--- config.mk ---
export PLATFORM = sky130hd
export DESIGN_NAME = mem_port_arbiter_flat
export DESIGN_NICKNAME = d
export VERILOG_FILES = /design/src/rtl/mem_port_arbiter_if.sv /design/src/rtl/mem_port_arbiter.sv /design/src/flat_wrapper.sv
export SDC_FILE = /design/constraint.sdc
export NUM_CORES = 1
export LEC_CHECK = 0
export CELL_PAD_IN_SITES_DETAIL_PLACEMENT = 1
export CELL_PAD_IN_SITES_GLOBAL_PLACEMENT = 1
export CORE_MARGIN = 1
export CORE_UTILIZATION = 33
export CTS_BUF_LIST = sky130_fd_sc_hd__clkbuf_2 sky130_fd_sc_hd__clkbuf_4 sky130_fd_sc_hd__clkbuf_8
export CTS_CLUSTER_SIZE = 14
export DETAILED_ROUTE_END_ITERATION = 10
export PLACE_DENSITY_LB_ADDON = 0.1
export SLEW_MARGIN = 20
export SYNTH_ARGS = -nofsm -noshare
export SYNTH_HDL_FRONTEND = slang
export SYNTH_SLANG_ARGS = --single-unit
--- constraint.sdc ---
create_clock -name clk -period 2.1 [get_ports clk]
set_clock_uncertainty 0.15 [all_clocks]
set_input_delay 0.42 -clock clk [delete_from_list [all_inputs] [get_ports clk]]
set_output_delay 0.42 -clock clk [all_outputs]
set_load 0.01 [all_outputs]
--- src/rtl/mem_port_arbiter_if.sv ---
// Signal bundle for the shared memory port arbiter: fetch request/response,
// data request/response and the memory-side handshake.
interface mem_port_arbiter_if;
  logic        if_req;
  logic [31:0] if_addr;
  logic [31:0] if_rdata;
  logic        if_valid;
  logic        if_stall;

  logic        dm_req;
  logic        dm_we;
  logic [1:0]  dm_size;
  logic [31:0] dm_addr;
  logic [31:0] dm_wdata;
  logic [31:0] dm_rdata;
  logic        dm_valid;
  logic        dm_stall;
  logic        dm_misalign;

  logic        mem_req;
  logic        mem_we;
  logic [1:0]  mem_size;
  logic [31:0] mem_addr;
  logic [31:0] mem_wdata;
  logic [31:0] mem_rdata;
  logic        mem_ack;
  logic        mem_err;

  // Arbiter side.
  modport slave (
    input  if_req, if_addr,
    input  dm_req, dm_we, dm_size, dm_addr, dm_wdata,
    input  mem_rdata, mem_ack,
    output if_rdata, if_valid, if_stall,
    output dm_rdata, dm_valid, dm_stall, dm_misalign,
    output mem_req, mem_we, mem_size, mem_addr, mem_wdata, mem_err
  );

  // Pipeline and memory side.
  modport master (
    output if_req, if_addr,
    output dm_req, dm_we, dm_size, dm_addr, dm_wdata,
    output mem_rdata, mem_ack,
    input  if_rdata, if_valid, if_stall,
    input  dm_rdata, dm_valid, dm_stall, dm_misalign,
    input  mem_req, mem_we, mem_size, mem_addr, mem_wdata, mem_err
  );
endinterface

--- src/rtl/mem_port_arbiter.sv ---
// Shares one memory port between instruction fetch and data accesses:
// data-priority arbitration with a bounded data streak, misalignment rejection and an ack watchdog.
module mem_port_arbiter #(
  parameter int MAX_DATA_STREAK = 4,
  parameter int TIMEOUT         = 255
) (
  input  logic              clk,
  input  logic              rst_n,
  mem_port_arbiter_if.slave bus
);

  localparam int SW = $clog2(MAX_DATA_STREAK + 1);

  typedef enum logic [1:0] {IDLE, BUSY_I, BUSY_D} state_e;

  typedef struct packed {
    logic        mem_req;
    logic        mem_we;
    logic [1:0]  mem_size;
    logic [31:0] mem_addr;
    logic [31:0] mem_wdata;
    logic [31:0] if_rdata;
    logic [31:0] dm_rdata;
    logic        if_valid;
    logic        dm_valid;
    logic        dm_misalign;
    logic        mem_err;
  } regs_t;

  state_e        state_q, state_n;
  regs_t         r_q, r_n;
  logic [SW-1:0] streak_q, streak_n;
  logic [7:0]    wdog_q, wdog_n;

  logic busy, ack, timeout, arb_en;
  logic i_elig, d_elig, grant_i, grant_d, misalign;

  // The requester being completed in an ack cycle sits out that cycle's arbitration.
  assign busy     = (state_q != IDLE);
  assign ack      = busy & bus.mem_ack;
  assign timeout  = busy & ~bus.mem_ack & (wdog_q == 8'(TIMEOUT - 1));
  assign arb_en   = ~busy | ack;
  assign i_elig   = bus.if_req & (state_q != BUSY_I);
  assign d_elig   = bus.dm_req & (state_q != BUSY_D);
  assign grant_i  = arb_en & i_elig & (~d_elig | (streak_q == SW'(MAX_DATA_STREAK)));
  assign grant_d  = arb_en & d_elig & ~grant_i;
  assign misalign = ((bus.dm_size == 2'b10) & (bus.dm_addr[1:0] != 2'b00)) |
                    ((bus.dm_size == 2'b01) & bus.dm_addr[0]);

  always_comb begin
    // NOTE: every variable gets a default first, so no path through this block can infer a latch.
    state_n          = state_q;
    r_n              = r_q;
    r_n.if_valid     = 1'b0;
    r_n.dm_valid     = 1'b0;
    r_n.dm_misalign  = 1'b0;
    r_n.mem_err      = 1'b0;
    wdog_n           = busy ? wdog_q + 8'd1 : wdog_q;
    streak_n         = streak_q;

    if (ack) begin
      state_n     = IDLE;
      r_n.mem_req = 1'b0;
      if (state_q == BUSY_I) begin
        r_n.if_valid = 1'b1;
        r_n.if_rdata = bus.mem_rdata;
      end else begin
        r_n.dm_valid = 1'b1;
        if (!r_q.mem_we) r_n.dm_rdata = bus.mem_rdata;
      end
    end else if (timeout) begin
      state_n     = IDLE;
      r_n.mem_req = 1'b0;
      r_n.mem_err = 1'b1;
      if (state_q == BUSY_I) begin
        r_n.if_valid = 1'b1;
        r_n.if_rdata = '0;
      end else begin
        r_n.dm_valid = 1'b1;
        r_n.dm_rdata = '0;
      end
    end

    // A new issue overrides the return-to-IDLE above, giving bubble-free hand-over.
    if (grant_i) begin
      state_n       = BUSY_I;
      r_n.mem_req   = 1'b1;
      r_n.mem_we    = 1'b0;
      r_n.mem_size  = 2'b10;
      r_n.mem_addr  = bus.if_addr;
      r_n.mem_wdata = '0;
      wdog_n        = '0;
    end else if (grant_d) begin
      if (misalign) begin
        r_n.dm_valid    = 1'b1;
        r_n.dm_misalign = 1'b1;
      end else begin
        state_n       = BUSY_D;
        r_n.mem_req   = 1'b1;
        r_n.mem_we    = bus.dm_we;
        r_n.mem_size  = bus.dm_size;
        r_n.mem_addr  = bus.dm_addr;
        r_n.mem_wdata = bus.dm_wdata;
        wdog_n        = '0;
      end
    end

    if (!bus.if_req || grant_i) begin
      streak_n = '0;
    end else if (grant_d && (streak_q != SW'(MAX_DATA_STREAK))) begin
      streak_n = streak_q + SW'(1);
    end
  end

  // NOTE: sequential state uses non-blocking assignments only, so all registers update together.
  always_ff @(posedge clk or negedge rst_n) begin
    if (!rst_n) begin
      state_q  <= IDLE;
      r_q      <= '0;
      streak_q <= '0;
      wdog_q   <= '0;
    end else begin
      state_q  <= state_n;
      r_q      <= r_n;
      streak_q <= streak_n;
      wdog_q   <= wdog_n;
    end
  end

  assign bus.mem_req     = r_q.mem_req;
  assign bus.mem_we      = r_q.mem_we;
  assign bus.mem_size    = r_q.mem_size;
  assign bus.mem_addr    = r_q.mem_addr;
  assign bus.mem_wdata   = r_q.mem_wdata;
  assign bus.mem_err     = r_q.mem_err;
  assign bus.if_rdata    = r_q.if_rdata;
  assign bus.if_valid    = r_q.if_valid;
  assign bus.dm_rdata    = r_q.dm_rdata;
  assign bus.dm_valid    = r_q.dm_valid;
  assign bus.dm_misalign = r_q.dm_misalign;
  assign bus.if_stall    = bus.if_req & ~r_q.if_valid;
  assign bus.dm_stall    = bus.dm_req & ~r_q.dm_valid;

endmodule
--- src/flat_wrapper.sv ---
// flat-port wrapper written by rule: the top's interface ports become plain ports
module mem_port_arbiter_flat 
#(
  parameter int MAX_DATA_STREAK = 4,
  parameter int TIMEOUT         = 255
)
  (clk, rst_n, bus_if_req, bus_if_addr, bus_dm_req, bus_dm_we, bus_dm_size, bus_dm_addr, bus_dm_wdata, bus_mem_rdata, bus_mem_ack, bus_if_rdata, bus_if_valid, bus_if_stall, bus_dm_rdata, bus_dm_valid, bus_dm_stall, bus_dm_misalign, bus_mem_req, bus_mem_we, bus_mem_size, bus_mem_addr, bus_mem_wdata, bus_mem_err);
  mem_port_arbiter_if bus_i ();
  input  logic clk;
  input  logic rst_n;
  input wire logic [$bits(bus_i.if_req)-1:0] bus_if_req;
  input wire logic [$bits(bus_i.if_addr)-1:0] bus_if_addr;
  input wire logic [$bits(bus_i.dm_req)-1:0] bus_dm_req;
  input wire logic [$bits(bus_i.dm_we)-1:0] bus_dm_we;
  input wire logic [$bits(bus_i.dm_size)-1:0] bus_dm_size;
  input wire logic [$bits(bus_i.dm_addr)-1:0] bus_dm_addr;
  input wire logic [$bits(bus_i.dm_wdata)-1:0] bus_dm_wdata;
  input wire logic [$bits(bus_i.mem_rdata)-1:0] bus_mem_rdata;
  input wire logic [$bits(bus_i.mem_ack)-1:0] bus_mem_ack;
  output wire logic [$bits(bus_i.if_rdata)-1:0] bus_if_rdata;
  output wire logic [$bits(bus_i.if_valid)-1:0] bus_if_valid;
  output wire logic [$bits(bus_i.if_stall)-1:0] bus_if_stall;
  output wire logic [$bits(bus_i.dm_rdata)-1:0] bus_dm_rdata;
  output wire logic [$bits(bus_i.dm_valid)-1:0] bus_dm_valid;
  output wire logic [$bits(bus_i.dm_stall)-1:0] bus_dm_stall;
  output wire logic [$bits(bus_i.dm_misalign)-1:0] bus_dm_misalign;
  output wire logic [$bits(bus_i.mem_req)-1:0] bus_mem_req;
  output wire logic [$bits(bus_i.mem_we)-1:0] bus_mem_we;
  output wire logic [$bits(bus_i.mem_size)-1:0] bus_mem_size;
  output wire logic [$bits(bus_i.mem_addr)-1:0] bus_mem_addr;
  output wire logic [$bits(bus_i.mem_wdata)-1:0] bus_mem_wdata;
  output wire logic [$bits(bus_i.mem_err)-1:0] bus_mem_err;
  assign bus_i.if_req = bus_if_req;
  assign bus_i.if_addr = bus_if_addr;
  assign bus_i.dm_req = bus_dm_req;
  assign bus_i.dm_we = bus_dm_we;
  assign bus_i.dm_size = bus_dm_size;
  assign bus_i.dm_addr = bus_dm_addr;
  assign bus_i.dm_wdata = bus_dm_wdata;
  assign bus_i.mem_rdata = bus_mem_rdata;
  assign bus_i.mem_ack = bus_mem_ack;
  assign bus_if_rdata = bus_i.if_rdata;
  assign bus_if_valid = bus_i.if_valid;
  assign bus_if_stall = bus_i.if_stall;
  assign bus_dm_rdata = bus_i.dm_rdata;
  assign bus_dm_valid = bus_i.dm_valid;
  assign bus_dm_stall = bus_i.dm_stall;
  assign bus_dm_misalign = bus_i.dm_misalign;
  assign bus_mem_req = bus_i.mem_req;
  assign bus_mem_we = bus_i.mem_we;
  assign bus_mem_size = bus_i.mem_size;
  assign bus_mem_addr = bus_i.mem_addr;
  assign bus_mem_wdata = bus_i.mem_wdata;
  assign bus_mem_err = bus_i.mem_err;
  mem_port_arbiter #(.MAX_DATA_STREAK(MAX_DATA_STREAK), .TIMEOUT(TIMEOUT)) u_core (.clk(clk), .rst_n(rst_n), .bus(bus_i));
endmodule
# Word level (Yosys, flattened, before mapping)
# Cells that the tools add are included.
# word_totals
regBits,149
inputBits,136
elab_cells,93
# op_classes
addsub,2
n_eq_ne,14
n_mux,30
n_bitwise,22
reduce_logical,11
# ops
op,count
68-bit 2-to-1 mux,3
32-bit 2-to-1 mux,5
66-bit 2-to-1 mux,2
8-bit 2-to-1 mux,4
2-bit 2-to-1 mux,8
1-bit AND,13
"2-bit inequality test, second input constant",6
2-bit nonzero test,5
"8-bit by 1-bit adder with 8-bit output, second input constant",1
"8-bit equality test, second input constant",1
1-bit 2-to-1 mux,6
3-bit 2-to-1 mux,2
1-bit inverter,6
"2-bit by 1-bit equality test with 1-bit output, second input constant",2
"2-bit by 1-bit inequality test with 1-bit output, second input constant",2
4-bit AND reduction,1
"3-bit by 1-bit adder with 3-bit output, second input constant",1
"3-bit equality test, second input constant",1
"3-bit inequality test, second input constant",1
1-bit bitwise OR,3
3-bit AND reduction,1
"2-bit equality test, second input constant",1
2-bit AND reduction,1
1-bit logical AND,1
other kinds (2),2

# Depth between registers and ports, before layout
# logic_depth
depth_word,10
depth_mapped,8
ltp_nobuf,6

# Least setup slack after synthesis
# Ideal clock, no wire load.
# synth_path
kind,reg-to-reg
startpoint,register u_core.wdog_q[0]
endpoint,"register u_core.r_q, in the netlist u_core.bus.if_rdata[10]"
arrival_ps,1549
required_time_ps,1829
setup_slack_ps,280
stages_incl_launch_ff,8
n_path_buf,1
period_less_slack_ps,1820
cell_sequence,dfrtp_1 -> inv_1 -> ha_1 -> and3_1 -> a31oi_1 -> nand3b_1 -> buf_2 -> a22o_1
# synth_between
elab_chain_len,4
word_cells_on_any_way,5
classes_between,2 x eq/ne; 1 x bitwise; 2 x reduce/logical
# synth_rtl
item,line,text
"start, declared",mem_port_arbiter.sv:33,"logic [7:0] wdog_q, wdog_n;"
"start signal, assigned",mem_port_arbiter.sv:126,wdog_q <= wdog_n;
8-bit equality test (*),mem_port_arbiter.sv:41,assign timeout = busy & ~bus.mem_ack & (wdog_q == 8'(TIMEOUT - 1));
1-bit AND (*),mem_port_arbiter.sv:41,
2-bit inequality test (no source line) or 2-bit nonzero test (tied branches),n/a,
3-bit AND reduction (no source line) (*),n/a,
"end signal, assigned",mem_port_arbiter.sv:124,r_q <= r_n;
"end, declared",mem_port_arbiter.sv:31,"regs_t r_q, r_n;"
# Mark *: on every way between the ends. The rest lies on a longest branch, timed or not.
# A chain may end at the register's enable or synchronous reset.

# Worst setup path after layout
# layout_path
startpoint,"register u_core.r_q, in the netlist u_core.bus.dm_rdata[5]"
endpoint,output bus_dm_rdata[5]
# layout_rtl
item,line,text
"end, declared",flat_wrapper.sv:23,output wire logic [$bits(bus_i.dm_rdata)-1:0] bus_dm_rdata;
# No word-level cell between the ends.

==> summary.md <==
| Metric | Value |
|---|---|
| Worst-margin pin slew | `0.4607 ns` |
| Final-report hold violation count | `0` |
| Largest net degree at the start of global routing | `50` |
| Row Count | `50` |
| Max Buffers Root-to-Sink | `2` |
| EDFF count, synth | `0` |
| Slowest CP cell | `clkdlybuf4s50_1` |
| Synth warn | `0` |
| Die area | `19640 µm²` |
| Synth cell types | `44` |
| Mapped Cells | `522` |
| CP max FO | `2` |
| DIE WIDTH | `140.1 µm` |
| Required time worst endpoint | `1.53 ns` |
| Die Y-Extent | `140.1 µm` |
| First-pass GRT wire length | `34690 µm` |
| Flops & latches, synth | `149` |
| Share of layout cells above drive strength 1 | `11.37%` |
| Critical path arrival | `1.41 ns` |
| Vias in the first global route | `6317` |
| TritonCTS Sinks | `149` |
| Clock transition at path regs | `0.09 ns` |
| CTS tree | `built` |
| RSZ-0062 raised after global routing | `no` |
| Synth async-reset ratio | `100.0%` |
| Max-cap violations | `0` |
| First-pass iteration count of the detailed router | `4` |
| Total setup buffers inserted after CTS | `0` |
| Antenna-violating nets left | `0` |
| Post-route minimum period | `1.983 ns` |
| Max VDD drop | `0.5403 mV` |
| Max incr delay on CP | `0.59 ns` |
| Clk_lat worst skew | `0.45 ns` |
| Lkg Pwr | `4.104 nW` |
| Pwr dens | `1387 nW/µm²` |
| Fin Hold WS | `0.2828 ns` |
| Via count | `5818` |
| CORE AREA | `18710 µm²` |
| Fin crit share | `94.45%` |
| Final core occ | `53.29%` |
| Dpl hpwl | `15070 µm` |
| Critical path class | `flip-flop to output port` |
| DRT iter0 DRCs | `233` |
| Placed cell count | `1019` |
| Pre-CTS setup slack | `-0.1894 ns` |
| DRT Wirelength | `21610 µm` |
| Total CTS buffers | `17` |
| Worst setup margin | `0.1165 ns` |
| H-tree depth | `4` |
| CTS Root Cell | `clkbuf_8` |
| Antenna Cells | `0` |
| Initial core utilization | `33.67%` |
| Mapped Nets | `662` |
| Initial antenna violation count | `0` |
| Global route total overflow | `0` |
| Ports | `274` |
| Final TNS setup | `0 ns` |
| Overall Power | `13.82 mW` |
| Critical Path Sink Type | `output port` |
| Worst hold path type | `primary input to asynchronous set/reset pin` |
| Post-Layout Cell Count | `1052` |
| CP top delay family | `buffers and inverters` |
| Final Net Count | `945` |
| # setup viols final | `0` |
| Mapped Area | `6297 µm²` |
| Startpoint types | `flip-flop` |
| Status | `complete, no violations` |
| Sequential cell area fraction in the yosys report | `59.21%` |
| Final routed DRC violation total | `0` |
| Via density | `5.530` |
| Max transition margin | `69.26%` |
| Detailed-route wire length per cell | `20.54 µm` |
| Max Fclk | `504.2 MHz` |
| Worst path cell trace | `clkdlybuf4s50_1` |
| Critical path buffers and inverters | `1` |
| GPL Wtd Cong | `0.8343` |
| Ys flop type | `dfrtp_1` |
| Post-DP Area | `9577 µm²` |
| P&R area growth vs syn | `58.30%` |
| Port Buf Inserts | `273` |
| Slew Viols, Final | `0` |
| Final instance area | `9968 µm²` |
| Total global-route track usage | `22.51%` |
| Syn avg cell area | `12.06 µm²` |
==> state kept, by name, summed over array words and instances (netlist names) <==
signal                  count
u_core.bus.dm_misalign      1
u_core.bus.mem_we           1
u_core.wdog_q               8
u_core.bus.mem_addr        32
u_core.bus.if_rdata        32
u_core.state_q              2
u_core.bus.dm_rdata        32
u_core.bus.mem_req          1
u_core.bus.dm_valid         1
u_core.streak_q             3
u_core.bus.if_valid         1
u_core.bus.mem_size         2
u_core.bus.mem_err          1
u_core.bus.mem_wdata       32
==> report_power, final <==
part | switching (mW) | total, mW | internal, mW | leakage, nW
logic | 3.02 | 6.74 | 3.72 | 2.04
clock network | 1.22 | 2.20 | 0.981 | 0.181
registers | 0.775 | 4.89 | 4.11 | 1.89
==> layer usage <==
layer | global-route usage (%) | part of all wire, % | vias to the layer above
li1 | - | - | 2622
met1 | 28.24 | 43 | 2959
met2 | 37.50 | 49 | 206
met3 | 5.983 | 5.7 | 31
met4 | 7.750 | 2.2 | 0
met5 | 0 | 0 | -
==> placed cells by master (no fill, tap or decap), types with 5 or more instances in the layout <==
cell type	instances
clkinvlp_4	5
dfrtp_1	149
nand2_1	8
o22ai_1	32
buf_4	36
o21ai_0	36
inv_6	5
a22o_1	64
clkbuf_8	17
clkdlybuf4s50_1	269
a32oi_1	32
a32o_1	34
nor3_1	40
nor2_1	8
buf_12	12
inv_1	6
==> kinds of logic after synthesis <==
logic type,Yosys count,synth area share [%]
buffers and inverters,64,4.788
XOR/XNOR,8,1.113
AO/OA/AOI/OAI,217,27.40
flip-flops,149,59.21
multiplexers,1,0.1590
AND/OR/NAND/NOR,79,6.537
adder cells (fa/ha/maj),4,0.7948
==> timing repair <==
item	CTS	global route
resized for setup	3	0
hold buffers	1	0
endpoints found under the setup margin	3	0
hold endpoints to repair	37	0
==> worst paths after layout <==
kind,from,to,slack (ns),cells past startpoint
max,u_core.bus.dm_rdata[5],bus_dm_rdata[5],0.12,1
min,rst_n,u_core.bus.mem_wdata[0],0.28,2
max reg2reg,u_core.state_q[0],u_core.bus.mem_addr[29],0.15,6
min reg2reg,u_core.bus.dm_rdata[10],u_core.bus.dm_rdata[10],0.35,1
max in group asynchronous,rst_n,u_core.bus.if_rdata[12],0.85,3
min in group clk,u_core.bus.dm_rdata[10],u_core.bus.dm_rdata[10],0.35,1
==> final cells by class <==
cell class,instances,area [µm²]
Multi-Input combinational cell,309,2288
Fill cell,1964,8737
Clock inverter,14,143.9
Timing Repair Buffer,322,3251
Sequential cell,149,3729
Tap cell,234,292.8
Inverter,6,22.52
Clock buffer,18,241.5
==> cells in the mapped netlist (2+ instances only) <==
cell type / count / share of area (%)
a21oi_1: 3 / 0.24
a22o_1: 64 / 8.9
a32o_1: 34 / 5.4
a32oi_1: 32 / 4.5
and3_1: 4 / 0.40
buf_2: 16 / 1.3
buf_6: 5 / 0.89
clkbuf_1: 36 / 2.1
dfrtp_1: 149 / 59
ha_1: 4 / 0.79
inv_1: 6 / 0.36
nand2_1: 8 / 0.48
nand2b_1: 2 / 0.20
nand3_1: 2 / 0.16
nand4_1: 3 / 0.30
nor2_1: 8 / 0.48
nor2b_1: 4 / 0.40
nor3_1: 40 / 3.2
o2111ai_1: 2 / 0.28
o21a_1: 2 / 0.24
o21ai_0: 36 / 2.9
o21ai_1: 2 / 0.16
o21ai_2: 2 / 0.28
o22ai_1: 32 / 3.2
xnor2_1: 4 / 0.56
xor2_1: 4 / 0.56
Power figures use the tool's default switching activity.
